**config.mk**
```make
export PLATFORM = sky130hd
export DESIGN_NAME = gate_sweep_ctrl
export DESIGN_NICKNAME = d
export VERILOG_FILES = /design/src/rtl/gate_pkg.sv /design/src/rtl/gate_sweep_ctrl.sv
export SDC_FILE = /design/constraint.sdc
export NUM_CORES = 1
export LEC_CHECK = 0
export CAP_MARGIN = 20
export CORE_AREA = 2 2 53 55
export DETAILED_ROUTE_END_ITERATION = 8
export DIE_AREA = 0 0 55 57
export PLACE_DENSITY = 0.73
export SETUP_SLACK_MARGIN = 0.1
export SYNTH_ARGS = -nofsm -noshare
export SYNTH_HDL_FRONTEND = slang
export SYNTH_SLANG_ARGS = --single-unit
```
**constraint.sdc**
```tcl
create_clock -name clk -period 1.3 [get_ports clk]
set_input_delay 0.195 -clock clk [delete_from_list [all_inputs] [get_ports clk]]
set_output_delay 0.195 -clock clk [all_outputs]
set_load 0.01 [all_outputs]
```
**src/rtl/gate_pkg.sv**
```systemverilog
// rtl/gate_pkg.sv - op encoding, expected truth tables and sweep state encoding
package gate_pkg;

    localparam logic [2:0] OP_AND  = 3'd0;
    localparam logic [2:0] OP_OR   = 3'd1;
    localparam logic [2:0] OP_XOR  = 3'd2;
    localparam logic [2:0] OP_XNOR = 3'd3;
    localparam logic [2:0] OP_NAND = 3'd4;
    localparam logic [2:0] OP_NOR  = 3'd5;

    // Truth tables indexed by {in1,in2}, so bit 3 is the (1,1) response.
    localparam logic [3:0] EXP_AND  = 4'b1000;
    localparam logic [3:0] EXP_OR   = 4'b1110;
    localparam logic [3:0] EXP_XOR  = 4'b0110;
    localparam logic [3:0] EXP_XNOR = 4'b1001;
    localparam logic [3:0] EXP_NAND = 4'b0111;
    localparam logic [3:0] EXP_NOR  = 4'b0001;

    typedef enum logic [1:0] {
        ST_IDLE   = 2'd0,
        ST_APPLY  = 2'd1,
        ST_SAMPLE = 2'd2,
        ST_DONE   = 2'd3
    } sweep_state_t;

    function automatic logic op_is_legal(input logic [2:0] op);
        return op <= OP_NOR;
    endfunction

    function automatic logic gate_eval(input logic [2:0] op, input logic a, input logic b);
        logic r;
        case (op)
            OP_AND:  r = a & b;
            OP_OR:   r = a | b;
            OP_XOR:  r = a ^ b;
            OP_XNOR: r = ~(a ^ b);
            OP_NAND: r = ~(a & b);
            OP_NOR:  r = ~(a | b);
            default: r = 1'b0;
        endcase
        return r;
    endfunction

endpackage

```
**src/rtl/gate_sweep_ctrl.sv**
```systemverilog
// rtl/gate_sweep_ctrl.sv - sweeps a shared gate through all four input vectors
// and compares the captured truth table against an expected one.
module gate_sweep_ctrl
    import gate_pkg::*;
#(
    parameter int unsigned SETTLE = 1
) (
    input  logic       clk,
    input  logic       rst,
    input  logic       start,
    input  logic [2:0] op,
    input  logic [3:0] expected,
    output logic       gate_in1,
    output logic       gate_in2,
    output logic [2:0] gate_op,
    input  logic       gate_out,
    output logic       busy,
    output logic       done,
    output logic [3:0] table_q,
    output logic       pass
);

    localparam logic [3:0] CNT_LAST = 4'(SETTLE - 1);

    sweep_state_t state_q, state_d;
    logic [2:0]   op_q, op_d;
    logic [3:0]   exp_q, exp_d;
    logic [3:0]   table_d;
    logic         pass_d;
    logic [1:0]   idx_q, idx_d;
    logic [3:0]   cnt_q, cnt_d;

    always_ff @(posedge clk) begin
        if (rst) begin
            state_q <= ST_IDLE;
            op_q    <= 3'd0;
            exp_q   <= 4'd0;
            table_q <= 4'd0;
            pass    <= 1'b0;
            idx_q   <= 2'd0;
            cnt_q   <= 4'd0;
        end else begin
            state_q <= state_d;
            op_q    <= op_d;
            exp_q   <= exp_d;
            table_q <= table_d;
            pass    <= pass_d;
            idx_q   <= idx_d;
            cnt_q   <= cnt_d;
        end
    end

    always_comb begin
        state_d  = state_q;
        op_d     = op_q;
        exp_d    = exp_q;
        table_d  = table_q;
        pass_d   = pass;
        idx_d    = idx_q;
        cnt_d    = cnt_q;
        busy     = 1'b0;
        done     = 1'b0;
        gate_in1 = 1'b0;
        gate_in2 = 1'b0;

        case (state_q)
            ST_IDLE: begin
                if (start) begin
                    table_d = 4'd0;
                    pass_d  = 1'b0;
                    idx_d   = 2'd0;
                    cnt_d   = 4'd0;
                    // Reserved ops finish immediately and leave gate_op untouched.
                    if (op_is_legal(op)) begin
                        op_d    = op;
                        exp_d   = expected;
                        state_d = ST_APPLY;
                    end else begin
                        state_d = ST_DONE;
                    end
                end
            end
            ST_APPLY: begin
                busy     = 1'b1;
                gate_in1 = idx_q[1];
                gate_in2 = idx_q[0];
                cnt_d    = cnt_q + 4'd1;
                if (cnt_q == CNT_LAST) begin
                    state_d = ST_SAMPLE;
                end
            end
            ST_SAMPLE: begin
                busy           = 1'b1;
                gate_in1       = idx_q[1];
                gate_in2       = idx_q[0];
                table_d[idx_q] = gate_out;
                cnt_d          = 4'd0;
                // Compare with the just-completed table so pass is valid alongside done.
                if (idx_q == 2'd3) begin
                    pass_d  = (table_d == exp_q);
                    state_d = ST_DONE;
                end else begin
                    idx_d   = idx_q + 2'd1;
                    state_d = ST_APPLY;
                end
            end
            ST_DONE: begin
                done    = 1'b1;
                state_d = ST_IDLE;
            end
            default: begin
                state_d = ST_IDLE;
            end
        endcase
    end

    assign gate_op = op_q;

endmodule

```
==> flow_summary.json <==
{
  "status": "complete, but fails checks",
  "violations": "negative setup slack",
  "ctsHoldBuffers": 0,
  "start_util": 0.430,
  "post_drt_wl_per_cell_um": 15.0,
  "floorplan.rows": 19,
  "fin_crit_ps": 1440,
  "antenna_found_initial": 0,
  "globalRoute.totalOverflow": 0,
  "clockBufferDepth": 2,
  "viasPerCell": 5.22,
  "nets": 201,
  "ant_nets": 0,
  "slowest_delay_ps": 360,
  "p_per_area_nw_per_um2": 920,
  "ios": 23,
  "grt_max_degree": 13,
  "yosys_register_bits": 20,
  "synth_area_um2": 1120,
  "clk_latency_ps": 310,
  "async_reset_ff_frac": 0,
  "drv_slew": 0,
  "ir_drop_uv": 790,
  "synth_edf_count": 0,
  "slew_headroom": 0.794,
  "setup_slack_ps": -135,
  "timing.fmax_ghz": 0.697,
  "finalPower_mw": 1.75,
  "syn2layout_area_growth_pct": 68.7,
  "worstSetupPathType": "reg2out",
  "fin_crit_sh": 1.10,
  "syn_avg_cell_area_um2": 9.00,
  "netlist_instances": 125,
  "endpoint_kind": "output pin",
  "core_area_um2": 2620,
  "dieArea_um2": 3140,
  "synth_top_area_frac": 0.356,
  "grt_pass1_wl_mm": 4.73,
  "synth_seq_area_share": 0.356,
  "wirelength_mm": 3.15,
  "die_h_um": 57,
  "hold_viol_final": 0,
  "cts_tree": "built",
  "ff2ff_setup_slack_ps": -140,
  "drt_pass1_iterations": 4,
  "synth_top_area_cell": "dfxtp_1",
  "gp_congestion": 0.750,
  "required_ps": 1110,
  "synth_top_flop_cell": "dfxtp_1",
  "path_delay_family": "flip-flops",
  "cts-buffers-inserted": 3,
  "grt_pass1_vias": 1100,
  "slowest_stage": "dfxtp_2",
  "min_path_type": "reg2reg",
  "n_antenna_cell": 0,
  "yosys_warnings": 0,
  "clock-skew-final_ps": 7.06,
  "path_clk_slew_ps": 130,
  "rsz0062_at_grt": "yes",
  "io_buffers": 22,
  "tightest_slew_ps": 302,
  "drtIter0Drc": 7,
  "track_usage": 0.213,
  "cp_cell_sequence": "inv_2, ha_4, and2_1, buf_2",
  "ctsHtreeMaxLevel": 1,
  "layout-drive-gt1-share": 0.508,
  "start_kind": "register",
  "cts.sinks": 20,
  "vias": 1096,
  "syn_nets": 146,
  "ys_top_cells_by_area": "dfxtp_1 36%, mux2i_1 13%, ha_1 11%",
  "synth_cell_type_count": 28,
  "cp.arrival_ps": 1240,
  "yosysMostFrequentCell": "dfxtp_1",
  "setup_viol": 23,
  "drc": 0,
  "timing.hold.ws_ps": 479,
  "root_buffer": "clkbuf_4",
  "fp.dieW_um": 55,
  "timing.max_cap.violations": 0,
  "leakagePower_nw": 0.780,
  "fin_tns_setup_ps": -1660,
  "hpwl_mm": 2.18,
  "cp_max_fo": 4,
  "crit_buf_inv": 2,
  "synth_commonest_cells": "20 x dfxtp_1, 17 x nor2_1, 15 x mux2i_1"
}
[stage by stage]
stage,worst slack (ps),area (um2),utilization,instances
2_1_floorplan,-64.2,1180,-,125
3_3_place_gp,-195,1620,0.618,199
3_5_place_dp,-241,1620,0.618,199
4_1_cts,-128,1810,0.694,209
5_1_grt,-189,1900,0.726,210
6_report,-135,1900,0.726,210
[path summary, 6_finish.rpt]
path	startpoint	end	cells past startpoint
max	state_q[1]	gate_in1	4
min	table_q[2]	table_q[2]	2
max reg2reg	cnt_q[0]	state_q[0]	6
min reg2reg	table_q[2]	table_q[2]	2
[registers in the layout, indices dropped and copies added, names as in the netlist]
signal,cells
idx_q,2
gate_op,3
cnt_q,4
table_q,4
pass,1
state_q,2
exp_q,4
[tightest hold or removal path: cells and delay by family, from the launching register on]
kind / cells / cell delay [ps]
flops: 1 / 360
compound gates: 2 / 100
[layout by cell type, fill, tap and decap left out, types with 2 or more instances in the layout]
| cell type | n |
|---|---|
| buf_4 | 24 |
| nor2_1 | 16 |
| mux2i_1 | 12 |
| dfxtp_1 | 10 |
| clkdlybuf4s50_1 | 10 |
| buf_6 | 10 |
| dfxtp_2 | 8 |
| dlygate4sd2_1 | 6 |
| inv_2 | 4 |
| a21oi_2 | 4 |
| nand3_1 | 4 |
| o21ai_1 | 4 |
| a21oi_1 | 4 |
| xor2_1 | 4 |
| ha_2 | 4 |
| ha_4 | 4 |
| nor3b_2 | 3 |
| o21ai_2 | 3 |
| clkbuf_4 | 3 |
| inv_1 | 2 |
| a21oi_4 | 2 |
| mux2i_4 | 2 |
| a21o_1 | 2 |
| nor2b_4 | 2 |
| nand3_2 | 2 |
| nand3b_1 | 2 |
| ha_1 | 2 |
| dfxtp_4 | 2 |
| clkdlybuf4s15_1 | 2 |
[where the power goes]
group	internal, mW	switching (mW)
sequential	0.639	0.0183
combinational	0.308	0.252
clock	0.312	0.218
total	1.26	0.488
[kinds of logic (layout without fill, tap and decap cells)]
family / Yosys count / count (layout) / synth area share
and+or+nand+nor: 41 / 41 / 0.194
AOI/OAI and AO/OA: 24 / 24 / 0.138
DFF: 20 / 20 / 0.356
muxes: 15 / 15 / 0.133
buffers and inverters: 11 / 65 / 0.0367
adders and majority gates: 10 / 10 / 0.111
xor gates and xnor gates: 4 / 4 / 0.0311
[layout make-up]
cell class | instances | area (um2)
clock buffers | 3 | 22.5
fillers | 195 | 717
well taps | 31 | 38.8
flip-flops and latches | 20 | 418
multi-input cells | 94 | 870
inverters | 7 | 28.8
clock inverters | 1 | 30.0
repair buffers | 54 | 490
[repair_timing]
action,4_1_cts,5_1_grt
cloned,0,0
endpoints found under the setup margin,32,26
gates resized for setup,64,21
pin swaps,18,12
setup buffers,6,1
[routing by layer]
layer,GRT usage,vias to the layer above,routed length [um]
met5,0,-,0
met4,0.105,0,99
met3,0.0471,11,104
met2,0.372,25,1710
met1,0.235,522,1240
li1,-,538,-
No activity file was read; power rests on OpenSTA's default activity.
